$ cat src/rtl/sobel_edge_contour.sv
// Streaming 3x3 Sobel edge-contour stage: raster pixels in, centre pixel plus
// saturated and thresholded gradient magnitude out, zero-padded at the image borders.
module sobel_edge_contour #(
  parameter int         IMG_WIDTH  = 10,
  parameter int         IMG_HEIGHT = 10,
  parameter logic [7:0] THRESHOLD  = 8'd32
) (
  input  logic       clk,
  input  logic       rst,
  input  logic       in_valid,
  output logic       in_ready,
  input  logic [7:0] pixel_in,
  output logic       out_valid,
  output logic [7:0] original_pixel,
  output logic [7:0] anomaly_pixel,
  output logic       frame_done
);

  localparam int CW = $clog2(IMG_WIDTH + 1);
  localparam int RW = $clog2(IMG_HEIGHT + 2);
  localparam logic [CW-1:0] COL_LAST   = CW'(IMG_WIDTH - 1);
  localparam logic [CW-1:0] FLUSH_LAST = CW'(IMG_WIDTH);
  localparam logic [RW-1:0] ROW_LAST   = RW'(IMG_HEIGHT - 1);
  localparam logic [RW-1:0] ROW_PAD    = RW'(IMG_HEIGHT);
  localparam logic [RW-1:0] ROW_PAD2   = RW'(IMG_HEIGHT + 1);

  typedef enum logic [0:0] {STREAM = 1'b0, FLUSH = 1'b1} state_t;

  state_t        state, next_state;
  logic [CW-1:0] col, fcnt, sc, cc, win_col;
  logic [RW-1:0] row, sr, cr, win_row;
  logic [7:0]    lb1 [IMG_WIDTH];
  logic [7:0]    lb2 [IMG_WIDTH];
  logic [7:0]    win [3][3];
  logic [7:0]    tap [3][3];
  logic [7:0]    new_pix, sat, edge_val;
  logic          accept, shift, c_valid, win_valid, win_last;
  logic [10:0]   lsum, rsum, tsum, bsum, gx, gy, ax, ay;
  logic [11:0]   mag;

  assign accept = in_valid && in_ready;
  assign shift  = accept || (state == FLUSH);

  always_ff @(posedge clk or posedge rst) begin
    if (rst) state <= STREAM;
    else     state <= next_state;
  end

  always_comb begin
    next_state = state;
    case (state)
      STREAM:  next_state = (accept && col == COL_LAST && row == ROW_LAST) ? FLUSH : STREAM;
      FLUSH:   next_state = (fcnt == FLUSH_LAST) ? STREAM : FLUSH;
      default: next_state = STREAM;
    endcase
  end

  always_comb begin
    in_ready = (state == STREAM);
  end

  always_ff @(posedge clk or posedge rst) begin
    if (rst) begin
      col  <= '0;
      row  <= '0;
      fcnt <= '0;
    end else if (state == FLUSH) begin
      fcnt <= (fcnt == FLUSH_LAST) ? '0 : fcnt + CW'(1);
    end else if (accept) begin
      fcnt <= '0;
      if (col == COL_LAST) begin
        col <= '0;
        row <= (row == ROW_LAST) ? '0 : row + RW'(1);
      end else begin
        col <= col + CW'(1);
      end
    end else begin
      fcnt <= '0;
    end
  end

  // Position of the incoming window column; flush columns sit on virtual rows below the frame.
  always_comb begin
    if (state == FLUSH) begin
      new_pix = 8'h00;
      sc      = (fcnt == FLUSH_LAST) ? '0 : fcnt;
      sr      = (fcnt == FLUSH_LAST) ? ROW_PAD2 : ROW_PAD;
    end else begin
      new_pix = pixel_in;
      sc      = col;
      sr      = row;
    end
    if (sc == '0) begin
      cc      = COL_LAST;
      cr      = sr - RW'(2);
      c_valid = (sr > RW'(1));
    end else begin
      cc      = sc - CW'(1);
      cr      = sr - RW'(1);
      c_valid = (sr != '0);
    end
  end

  always_ff @(posedge clk or posedge rst) begin
    if (rst) begin
      for (int i = 0; i < IMG_WIDTH; i++) begin
        lb1[i] <= 8'h00;
        lb2[i] <= 8'h00;
      end
    end else if (shift) begin
      lb2[sc] <= lb1[sc];
      lb1[sc] <= new_pix;
    end
  end

  always_ff @(posedge clk or posedge rst) begin
    if (rst) begin
      for (int r = 0; r < 3; r++)
        for (int c = 0; c < 3; c++)
          win[r][c] <= 8'h00;
      win_valid <= 1'b0;
      win_last  <= 1'b0;
      win_col   <= '0;
      win_row   <= '0;
    end else begin
      win_valid <= shift && c_valid;
      if (shift) begin
        for (int r = 0; r < 3; r++) begin
          win[r][0] <= win[r][1];
          win[r][1] <= win[r][2];
        end
        win[0][2] <= lb2[sc];
        win[1][2] <= lb1[sc];
        win[2][2] <= new_pix;
        win_col   <= cc;
        win_row   <= cr;
        win_last  <= (cc == COL_LAST) && (cr == ROW_LAST);
      end
    end
  end

  // Taps outside the frame read as zero; stale line-buffer rows are hidden here too.
  always_comb begin
    for (int r = 0; r < 3; r++) begin
      for (int c = 0; c < 3; c++) begin
        tap[r][c] = ((c == 0 && win_col == '0) || (c == 2 && win_col == COL_LAST) ||
                     (r == 0 && win_row == '0) || (r == 2 && win_row == ROW_LAST))
                    ? 8'h00 : win[r][c];
      end
    end
    lsum = 11'(tap[0][0]) + 11'({tap[1][0], 1'b0}) + 11'(tap[2][0]);
    rsum = 11'(tap[0][2]) + 11'({tap[1][2], 1'b0}) + 11'(tap[2][2]);
    tsum = 11'(tap[0][0]) + 11'({tap[0][1], 1'b0}) + 11'(tap[0][2]);
    bsum = 11'(tap[2][0]) + 11'({tap[2][1], 1'b0}) + 11'(tap[2][2]);
    gx   = rsum - lsum;
    gy   = bsum - tsum;
    ax   = gx[10] ? (11'd0 - gx) : gx;
    ay   = gy[10] ? (11'd0 - gy) : gy;
    mag  = 12'(ax) + 12'(ay);
    sat  = (mag > 12'd255) ? 8'hFF : mag[7:0];
    edge_val = (sat < THRESHOLD) ? 8'h00 : sat;
  end

  always_ff @(posedge clk or posedge rst) begin
    if (rst) begin
      out_valid      <= 1'b0;
      frame_done     <= 1'b0;
      original_pixel <= 8'h00;
      anomaly_pixel  <= 8'h00;
    end else begin
      out_valid  <= win_valid;
      frame_done <= win_valid && win_last;
      if (win_valid) begin
        original_pixel <= win[1][1];
        anomaly_pixel  <= edge_val;
      end
    end
  end

endmodule

$ cat config.mk
export PLATFORM = sky130hd
export DESIGN_NAME = sobel_edge_contour
export DESIGN_NICKNAME = d
export VERILOG_FILES = /design/src/rtl/sobel_edge_contour.sv
export SDC_FILE = /design/constraint.sdc
export NUM_CORES = 1
export LEC_CHECK = 0
export ABC_AREA = 1
export BUFFER_PORTS_ARGS = -buffer_cell sky130_fd_sc_hd__buf_2
export CORE_MARGIN = 5
export CORE_UTILIZATION = 45
export CTS_CLUSTER_SIZE = 30
export DETAILED_ROUTE_END_ITERATION = 7
export PLACE_DENSITY = 0.64
export RECOVER_POWER = 50
export SYNTH_ARGS = -nofsm -noshare
export SYNTH_HDL_FRONTEND = slang
export SYNTH_SLANG_ARGS = --single-unit
$ cat constraint.sdc
create_clock -name clk -period 10.1 [get_ports clk]
set_input_delay 0.505 -clock clk [delete_from_list [all_inputs] [get_ports clk]]
set_output_delay 0.505 -clock clk [all_outputs]
set_load 0.01 [all_outputs]
Word level (Yosys, flattened, before mapping)
Cells that the tools add are included.
{"block": "word_totals", "reg_bits": 273, "latch_bits": 0, "mem_bits_rw": 0, "rom_bits": 0, "input_bits": 11, "output_inout_bits": 19, "elab_cells": 129, "n_memories": 0}
{"block": "op_classes", "addsub": 19, "multipliers": 0, "n_div": 0, "order_cmp": 5, "eq_ne": 7, "n_shift": 0, "mux": 37, "n_bitwise": 2, "reduce_logical": 18}
{"op": "80-bit bitwise mux", "count": 2}
{"op": "8-bit 2-to-1 mux", "count": 16}
{"op": "8-bit binary-select mux with 4-bit select", "count": 2}
{"op": "10-bit by 8-bit adder with 11-bit output", "count": 4}
{"op": "8-bit by 9-bit adder with 10-bit output", "count": 4}
{"op": "4-bit 2-to-1 mux", "count": 9}
{"op": "8-bit demux with 4-bit select", "count": 1}
{"op": "4-bit == test, second input constant", "count": 7}
{"op": "11-bit 2-to-1 mux", "count": 2}
{"op": "1-bit by 11-bit subtractor with 11-bit output, first input constant", "count": 2}
{"op": "11-bit subtractor", "count": 2}
{"op": "11-bit by 11-bit adder with 12-bit output", "count": 1}
{"op": "4-bit by 1-bit adder with 4-bit output, second input constant", "count": 3}
{"op": "12-bit by 8-bit > comparator with 1-bit output, second input constant", "count": 1}
{"op": "4-bit logical NOT", "count": 3}
{"op": "8-bit by 6-bit < comparator with 1-bit output, second input constant", "count": 1}
{"op": "4-bit by 1-bit subtractor with 4-bit output, second input constant", "count": 2}
{"op": "1-bit logical AND", "count": 7}
{"op": "5-bit >= comparator, second input constant", "count": 1}
{"op": "1-bit logical OR", "count": 5}
{"op": "5-bit by 1-bit < comparator with 1-bit output, second input constant", "count": 1}
{"op": "4-bit NOT with 5-bit output", "count": 1}
{"op": "4-bit by 1-bit > comparator with 1-bit output, second input constant", "count": 1}
{"op": "1-bit 2-to-1 mux", "count": 4}
{"op": "6 further kinds", "count": 6}

Longest topological paths before layout
Gate-level depths: netlist (run 1).
{"block": "logic_depth", "depth_word": 13, "ltp_mapped": 46, "depth_no_buf": 45}

Least setup slack after synthesis (run 1)
Ideal clock, no wire load.
{"block": "synth_timing", "kind": "register -> register", "from": "reg win_col[1]", "to": "reg anomaly_pixel[0]", "setup_time_ps": 118, "t_arrival_ps": 5800, "required_ps": 9982, "slack_ps": 4181, "path_stages_with_launch": 42, "n_path_buf": 1, "period_less_slack_ps": 5919, "path_cell_list": "dfrtp_1 -> nor2_1 -> nand2_1 -> nand2_1 -> inv_1 -> nand2_1 -> nand2_1 -> nand2_1 -> inv_1 -> ha_1 -> inv_1 -> nand2_1 -> nand2_1 -> nand2_1 -> xnor2_1 -> inv_1 -> fa_1 -> inv_1 -> [6 not listed] -> nand3_1 -> nand3_1 -> nand2_1 -> inv_1 -> buf_2 -> nand2_1 -> o21ai_0 -> fa_1 -> nand3_1 -> nand3_1 -> nand2_1 -> nand3b_1 -> nand2_1 -> nand2_1 -> nor2_2 -> nand4_1 -> nand3_1 -> nand2_1"}
{"block": "synth_via", "elab_chain_cells": 13, "elab_cells_between_ends": 31, "cone_classes": "add/sub (13); order compare (2); eq/ne (1); mux (10); reduce/logical (5)"}
{"item": "start, declared", "line": "30", "rtl": "logic [CW-1:0] col, fcnt, sc, cc, win_col;"}
{"item": "start signal, assigned", "line": "123", "rtl": "win_col <= '0;"}
{"item": "start signal, assigned", "line": "135", "rtl": "win_col <= cc;"}
{"item": "4-bit == test or 4-bit logical NOT (tied branches)"}
{"item": "1-bit logical OR, on equally long branches", "line": "146, 147"}
{"item": "8-bit 2-to-1 mux", "line": "148", "rtl": "? 8'h00 : win[r][c];"}
{"item": "8-bit by 9-bit adder with 10-bit output, on equally long branches"}
{"item": "10-bit by 8-bit adder with 11-bit output, on equally long branches"}
{"item": "11-bit subtractor, on equally long branches", "line": "155, 156"}
{"item": "1-bit by 11-bit subtractor with 11-bit output, on equally long branches", "line": "157, 158"}
{"item": "11-bit 2-to-1 mux, on equally long branches", "line": "157, 158"}
{"item": "11-bit by 11-bit adder with 12-bit output *", "line": "159", "rtl": "mag = 12'(ax) + 12'(ay);"}
{"item": "12-bit by 8-bit > comparator with 1-bit output", "line": "160", "rtl": "sat = (mag > 12'd255) ? 8'hFF : mag[7:0];"}
{"item": "8-bit 2-to-1 mux *", "line": "160"}
{"item": "8-bit by 6-bit < comparator with 1-bit output", "line": "161", "rtl": "edge_val = (sat < THRESHOLD) ? 8'h00 : sat;"}
{"item": "8-bit 2-to-1 mux *", "line": "161"}
{"item": "end signal, assigned", "line": "175", "rtl": "anomaly_pixel <= edge_val;"}
{"item": "end, declared", "line": "15", "rtl": "output logic [7:0] anomaly_pixel,"}
Every way passes the cells marked *; elsewhere a longest branch is shown, timed or not.
A chain may end at the register's enable or synchronous reset.

==> reports/metrics.yaml, run 1 <==
outcome:
  outcome: "finished with violations"
  violations: "capacitance limit, slew limit"
detailed_routing:
  drt-initial-drc-count: 977
  dr.pass1.iters: 5
  routed_wl_um: 43800
  vias: 14494
  drt-wirelength-per-cell_um: 15.2
  drc: 0
  via_per_inst: 5.04
  antenna_left: 0
worst_setup_path:
  cp_num_cells: 3
  cp.required_ns: 9.84
  crit_type: "in -> async"
  crit_buf_inv: 3
  r2r_setup_slack_ns: 3.33
  crit_end: "lb2[37]"
  end_kind: "asynchronous set/reset pin"
  reg2reg_depth: 40
  crit_fanout: 161
  rr_endpoint: "anomaly_pixel[2]"
  slowest_stage: "clkbuf_2"
  start_kind: "input port"
  r2r_start: "win_col[1]"
  cpPeakStageDelay_ns: 3.01
  cp-startpoint: "rst"
  path_cells: "clkbuf_1 > clkinvlp_2 > clkbuf_2"
  cp.arrival_ns: 6.73
  cp_top_family: "buffers and inverters"
synthesis:
  synth-seq-cells: 273
  async_reset_ff_frac: 1.00
  synthAdderAreaFrac: 0.0940
  synth_top_family_by_area: "simple AND/OR/NAND/NOR gates"
  yosysSeqAreaShare: 0.401
  synth_top_cell_by_area: "dfrtp_1"
  syn_area_mm2: 0.0170
  synth_compound_area_frac: 0.0794
  synth_top_area_frac: 0.401
  synth_nets: 2473
  yosys-top-cells-area: "dfrtp_1, nand2_1, inv_1"
  muxShareOfSynthArea: 0
  synth_xor_area_frac: 0.0226
  yosysWarnings: 0
  synth_top_flop_cell: "dfrtp_1"
  yosys-top-cells-count: "nand2_1, inv_1, dfrtp_1, nor2_1, o21ai_0"
  synthCells: 2355
  syn_area_per_cell_um2: 7.24
  synth.most_common_cell: "nand2_1"
  synth_cell_type_count: 40
  synth-edff-count: 0
  post_synth_and_or_nand_nor_area_fraction: 0.307
layout:
  num_antenna_cells: 0
  multiInputGateArea_mm2: 0.00857
  final_nets: 2458
  seq_area_mm2: 0.00683
  fillers: 3820
  synthToLayoutAreaGrowth_pct: 7.81
  final_layout_size_suffix_gt1_frac: 0.0478
sta:
  final_hold_viol_count: 0
  fin_crit_ns: 6.99
  final.period_utilization: 0.692
  slew_headroom: -2.44
  fin_skew_ns: 0.0376
  tns_ns: 0
  rsz0062_at_grt: "no"
  worstMarginPinSlew_ns: 5.13
  finalMaxSlewViolations: 276
  max_freq_mhz: 143
  finalSetupViolCount: 0
cts:
  ctsHoldBuffers: 0
  clk_path_buf_depth: 3
  cts_root_buffer: "clkbuf_16"
  htreeDepth: 1
  cts.clk_slew.worst_paths_ns: 0.06
  cts_num_sinks: 273
  cts_setup_buffers: 0
  clock_latency_ns: 0.58
  cts_made_buffers: 30
  post_cts_resized: 0
  cts_tree: "yes"
floorplanning:
  die_h_um: 205
  start_util: 0.455
  rows: 71
  die_x_um: 205
  core_area_mm2: 0.0375
  die-area_mm2: 0.0419
  io_pins: 30
global_route:
  grt_pass1_vias: 14418
  grt_max_degree: 162
  grt_overflow: 0
  grtUsageTotal: 0.214
  grt_first_pass_wirelength_um: 73200
  antenna_found_initial: 0
hold_path:
  whs_path_depth: 3
  hold_class: "in -> reg"
placed_design:
  place_congestion: 0.920
  place.detailed.hpwl_um: 31400
  io_buffer_count: 29
run:
  maxCapViolCount: 2
-- worst reg2reg max path, delay by kind of cell, from the launching register on --
kind	cells	cell delay (ns)
flip-flops	1	0.37
AO/OA/AOI/OAI	2	0.46
AND/OR/NAND/NOR	26	2.94
adder cells (fa/ha/maj)	5	2.07
buffers and inverters	6	0.62
XOR/XNOR	1	0.15
-- per-layer routing --
layer / GRT usage / vias to the layer above / wire length, um / part of all wire
met2: 0.373 / 322 / 21200 / 0.48
li1: - / 7228 / - / -
met3: 0.0241 / 86 / 1960 / 0.045
met4: 0.0663 / 0 / 1190 / 0.027
met1: 0.282 / 6858 / 19400 / 0.44
met5: 0 / - / 0 / 0
-- cell type report --
class / count / share of cell area
clock buffer: 45 / 0.0477
sequential: 273 / 0.372
timing repair buffer: 34 / 0.00851
inverter: 321 / 0.0658
tap: 511 / 0.0348
multi-input combinational: 1680 / 0.467
clock inverter: 9 / 0.00463
-- cell families (layout without fill, tap and decap cells) --
kind of cell,after synthesis,after routing
AND/OR/NAND/NOR,1283,1283
buffers and inverters,402,409
flip-flops,273,273
AO/OA/AOI/OAI,246,246
adder cells (fa/ha/maj),107,107
XOR/XNOR,44,44
-- registers in the layout, indices dropped and copies added (netlist names) --
name            count
state               1
win                64
out_valid           1
tap                 8
frame_done          1
win_row             4
original_pixel      8
anomaly_pixel       8
col                 4
lb1                80
win_valid           1
lb2                80
win_col             4
fcnt                4
row                 4
win_last            1
-- layout by cell type, fill, tap and decap left out, types with 4 or more instances in the layout --
cell,instances
xor2_1,26
o21ai_1,16
nand2_1,955
xnor2_1,18
nor2_1,162
clkbuf_1,27
inv_1,307
ha_1,72
a21oi_1,46
nand4_1,23
nand3b_1,13
o211ai_1,15
nand3_2,5
nor3_1,6
o21ai_0,143
clkbuf_8,7
buf_4,4
fa_1,35
o21bai_1,6
buf_2,10
nor2_4,14
nand3_1,93
nor2_2,6
a31oi_1,6
dfrtp_1,273
clkbuf_16,30
inv_2,12
clkinv_2,6
-- metrics by stage --
| step | hold WS [ns] | cell area (um2) | utilization | instances | worst slack [ns] |
|---|---|---|---|---|---|
| after floorplan | 0.393 | 17000 | - | 2355 | 2.07 |
| after global placement | 0.453 | 17500 | 0.466 | 2819 | 3.52 |
| after detailed placement | 0.458 | 17500 | 0.466 | 2819 | 3.40 |
| after CTS | 0.105 | 18400 | 0.491 | 2873 | 3.36 |
| after global routing | 0.367 | 18400 | 0.490 | 2873 | 1.59 |
| final | 0.308 | 18400 | 0.490 | 2873 | 3.11 |
-- worst min path at each step --
| stage | start | end |
|---|---|---|
| floorplan | win_valid | out_valid |
| global placement | lb1[66] | lb1[66] |
| detailed placement | lb1[69] | lb1[69] |
| CTS | rst | win[10] |
| global route | in_valid | col[0] |
| finish | in_valid | win[5] |
Power of run 1 is not shown: default switching activity piles up to over one toggle a cycle in this logic, so the estimate is an artifact.
==> inputs of run 2 (changes only) <==
--- a/config.mk
+++ b/config.mk
@@ -11,7 +11,7 @@
 export CORE_UTILIZATION = 45
 export CTS_CLUSTER_SIZE = 30
 export DETAILED_ROUTE_END_ITERATION = 7
-export PLACE_DENSITY = 0.64
+export PLACE_DENSITY = 0.67
 export RECOVER_POWER = 50
 export SYNTH_ARGS = -nofsm -noshare
 export SYNTH_HDL_FRONTEND = slang
==> constraint.sdc (replaced) <==
create_clock -name clk -period 5.6 [get_ports clk]
set_input_delay 0.28 -clock clk [delete_from_list [all_inputs] [get_ports clk]]
set_output_delay 0.28 -clock clk [all_outputs]
set_load 0.01 [all_outputs]
==> run 2 against run 1 <==
Net effect:
- the run ends with capacitance limit, slew limit, setup timing left
- register-to-register slack worse by 3.5 ns
- via count up 6.7%
- core utilization up 7.9 points
- critical path depth up 33
- largest cell class unchanged
- highest routed layer unchanged
==> reports/metrics.yaml, run 2 (synthesis gave the netlist of run 1 again) <==
placed_design:
  io_buffer_count: 29  # unchanged
  preCtsSetupSlack_ns: -0.426  # -3.82 ns
  place.detailed.hpwl_um: 32600  # +4.0%
  place_congestion: 0.946  # +2.8%
layout:
  num_antenna_cells: 0  # unchanged
  final_layout_size_suffix_gt1_frac: 0.217  # +0.169
  synthToLayoutAreaGrowth_pct: 25.1
  reg_top3: "lb1 (80), lb2 (80), win (64)"
  mostFrequentLayoutCells: "nand2_1, inv_1, dfrtp_1, buf_4, o21ai_0"
  final_common_cell: "nand2_1"
  final_nets: 2671  # +8.7%
cts:
  cts_root_buffer: "clkbuf_16"
  cts.clk_slew.worst_paths_ns: 0.06  # about the same
  cts_tree: "yes"
  htreeDepth: 1  # unchanged
  cts_num_sinks: 273  # unchanged
  cts_made_buffers: 30  # unchanged
  clock_latency_ns: 0.58  # about the same
  clk_path_buf_depth: 3  # unchanged
worst_setup_path:
  crit_type: "reg -> reg"
  crit_fanout: 8  # -95%
  crit_top_cell: "nand2_2"
  cp.arrival_ns: 6.18  # -0.55 ns
  end_kind: "flop"
  r2r_setup_slack_ns: -0.13  # -3.46 ns
  cp.required_ns: 6.04  # -3.80 ns
  start_kind: "flop"
  slowest_stage: "fa_1"
  cpPeakStageDelay_ns: 0.58  # -2.43 ns
floorplanning:
  die-area_mm2: 0.0419  # unchanged
  rows: 71  # unchanged
  die_x_um: 205  # unchanged
  core_area_mm2: 0.0375  # unchanged
  start_util: 0.455  # unchanged
  io_pins: 30  # unchanged
  die_h_um: 205  # unchanged
detailed_routing:
  routed_wl_um: 47100  # +7.5%
  drt-wirelength-per-cell_um: 15.2  # about the same
  drt-initial-drc-count: 1020  # +4.4%
  dr.pass1.iters: 5  # unchanged
  vias: 15466  # +6.7%
  drc: 0  # unchanged
  antenna_left: 0  # unchanged
  via_per_inst: 5.01  # -0.72%
sta:
  slew_headroom: -1.59  # +0.848
  rsz0062_at_grt: "yes"
  fin_crit_ns: 5.73
  final.period_utilization: 1.02
  fin_ws_ns: -0.131  # -3.24 ns
  max_freq_mhz: 174
  finalSetupViolCount: 6  # +6
  final_hold_viol_count: 0  # unchanged
  worstMarginPinSlew_ns: 3.89  # -1.24 ns
  finalMaxSlewViolations: 231  # -16%
  fin_skew_ns: 0.0224  # -0.0152 ns
  hold_ws_ns: 0.0942  # -0.214 ns
run:
  maxCapViolCount: 2  # unchanged
global_route:
  grt_pass1_vias: 15729  # +9.1%
  grt_first_pass_wirelength_um: 78200  # +6.9%
  grtUsageTotal: 0.226  # +0.0117
  antenna_found_initial: 0  # unchanged
  grt_overflow: 0  # unchanged
  grt_max_degree: 156  # -3.7%
hold_path:
  hold_class: "in -> reg"
outcome:
  violations: "capacitance limit, slew limit, setup timing"
  outcome: "finished with violations"
==> run 2: changes by cell type in the layout (fill, tap and decap cells not counted), moves of 20 or more <==
cell     change
ha_4        +25
inv_1       -29
ha_1        -32
buf_4      +199
nand2_2     +54
inv_2       +25
a21oi_1     -20
nand2_1     -75
nor2_1      -31
nand2_4     +20
==> run 2: cell type report <==
| class | instances | area (um2) |
|---|---|---|
| Fill cell | 3434 | 16200 |
| Multi-Input combinational cell | 1680 | 9790 |
| Sequential cell | 273 | 6830 |
| Timing Repair Buffer | 247 | 1790 |
| Inverter | 321 | 1220 |
| Clock buffer | 42 | 856 |
| Tap cell | 511 | 639 |
| Clock inverter | 14 | 195 |
==> run 2: critical path: cells and delay by family (launching register included) <==
family | cells | cell delay, ns
buffers and inverters | 5 | 0.45
XOR/XNOR | 2 | 0.40
flip-flops | 1 | 0.41
AND/OR/NAND/NOR | 23 | 2.44
adder cells (fa/ha/maj) | 4 | 1.65
AO/OA/AOI/OAI | 2 | 0.23
==> run 2: final timing paths <==
| check | from | cells past startpoint | to |
|---|---|---|---|
| setup / recovery | win_row[1] | 36 | anomaly_pixel[4] |
| hold / removal | in_valid | 3 | win[7] |
| setup reg to reg | win_row[1] | 36 | anomaly_pixel[4] |
| hold reg to reg | lb1[51] | 2 | lb1[51] |
| max in group asynchronous | rst | 4 | lb2[3] |
| min in group asynchronous | rst | 3 | fcnt[1] |
==> run 2: through the flow <==
stage / instances / instance area (um2) / setup TNS [ns] / utilization
6_report: 3088 / 21300 / -0.605 / 0.569
5_1_grt: 3088 / 21300 / -17.02 / 0.569
4_1_cts: 3079 / 20900 / -0.0434 / 0.558
3_5_place_dp: 3001 / 18900 / -2.99 / 0.503
3_3_place_gp: 3001 / 18900 / -1.68 / 0.503
2_1_floorplan: 2355 / 17100 / 0 / -
==> run 2: metal layers <==
layer  global-route usage  wire [um]  up-vias  share of wire
li1                     -          -     7642              -
met4               0.0720       1580        0          0.034
met5                    0          0        -              0
met1                0.291      19700     7363           0.42
met2                0.402      23700      363           0.50
met3               0.0212       2100       98          0.045
==> run 2: repair_timing <==
item,CTS,global route
buffers inserted,21,9
endpoints found under the setup margin,8,8
hold endpoints to repair,22,0
gates cloned,0,0
pin swaps,100,70
hold buffers,1,0
gates resized for setup,205,98
Power of run 2 is left out for the same reason.
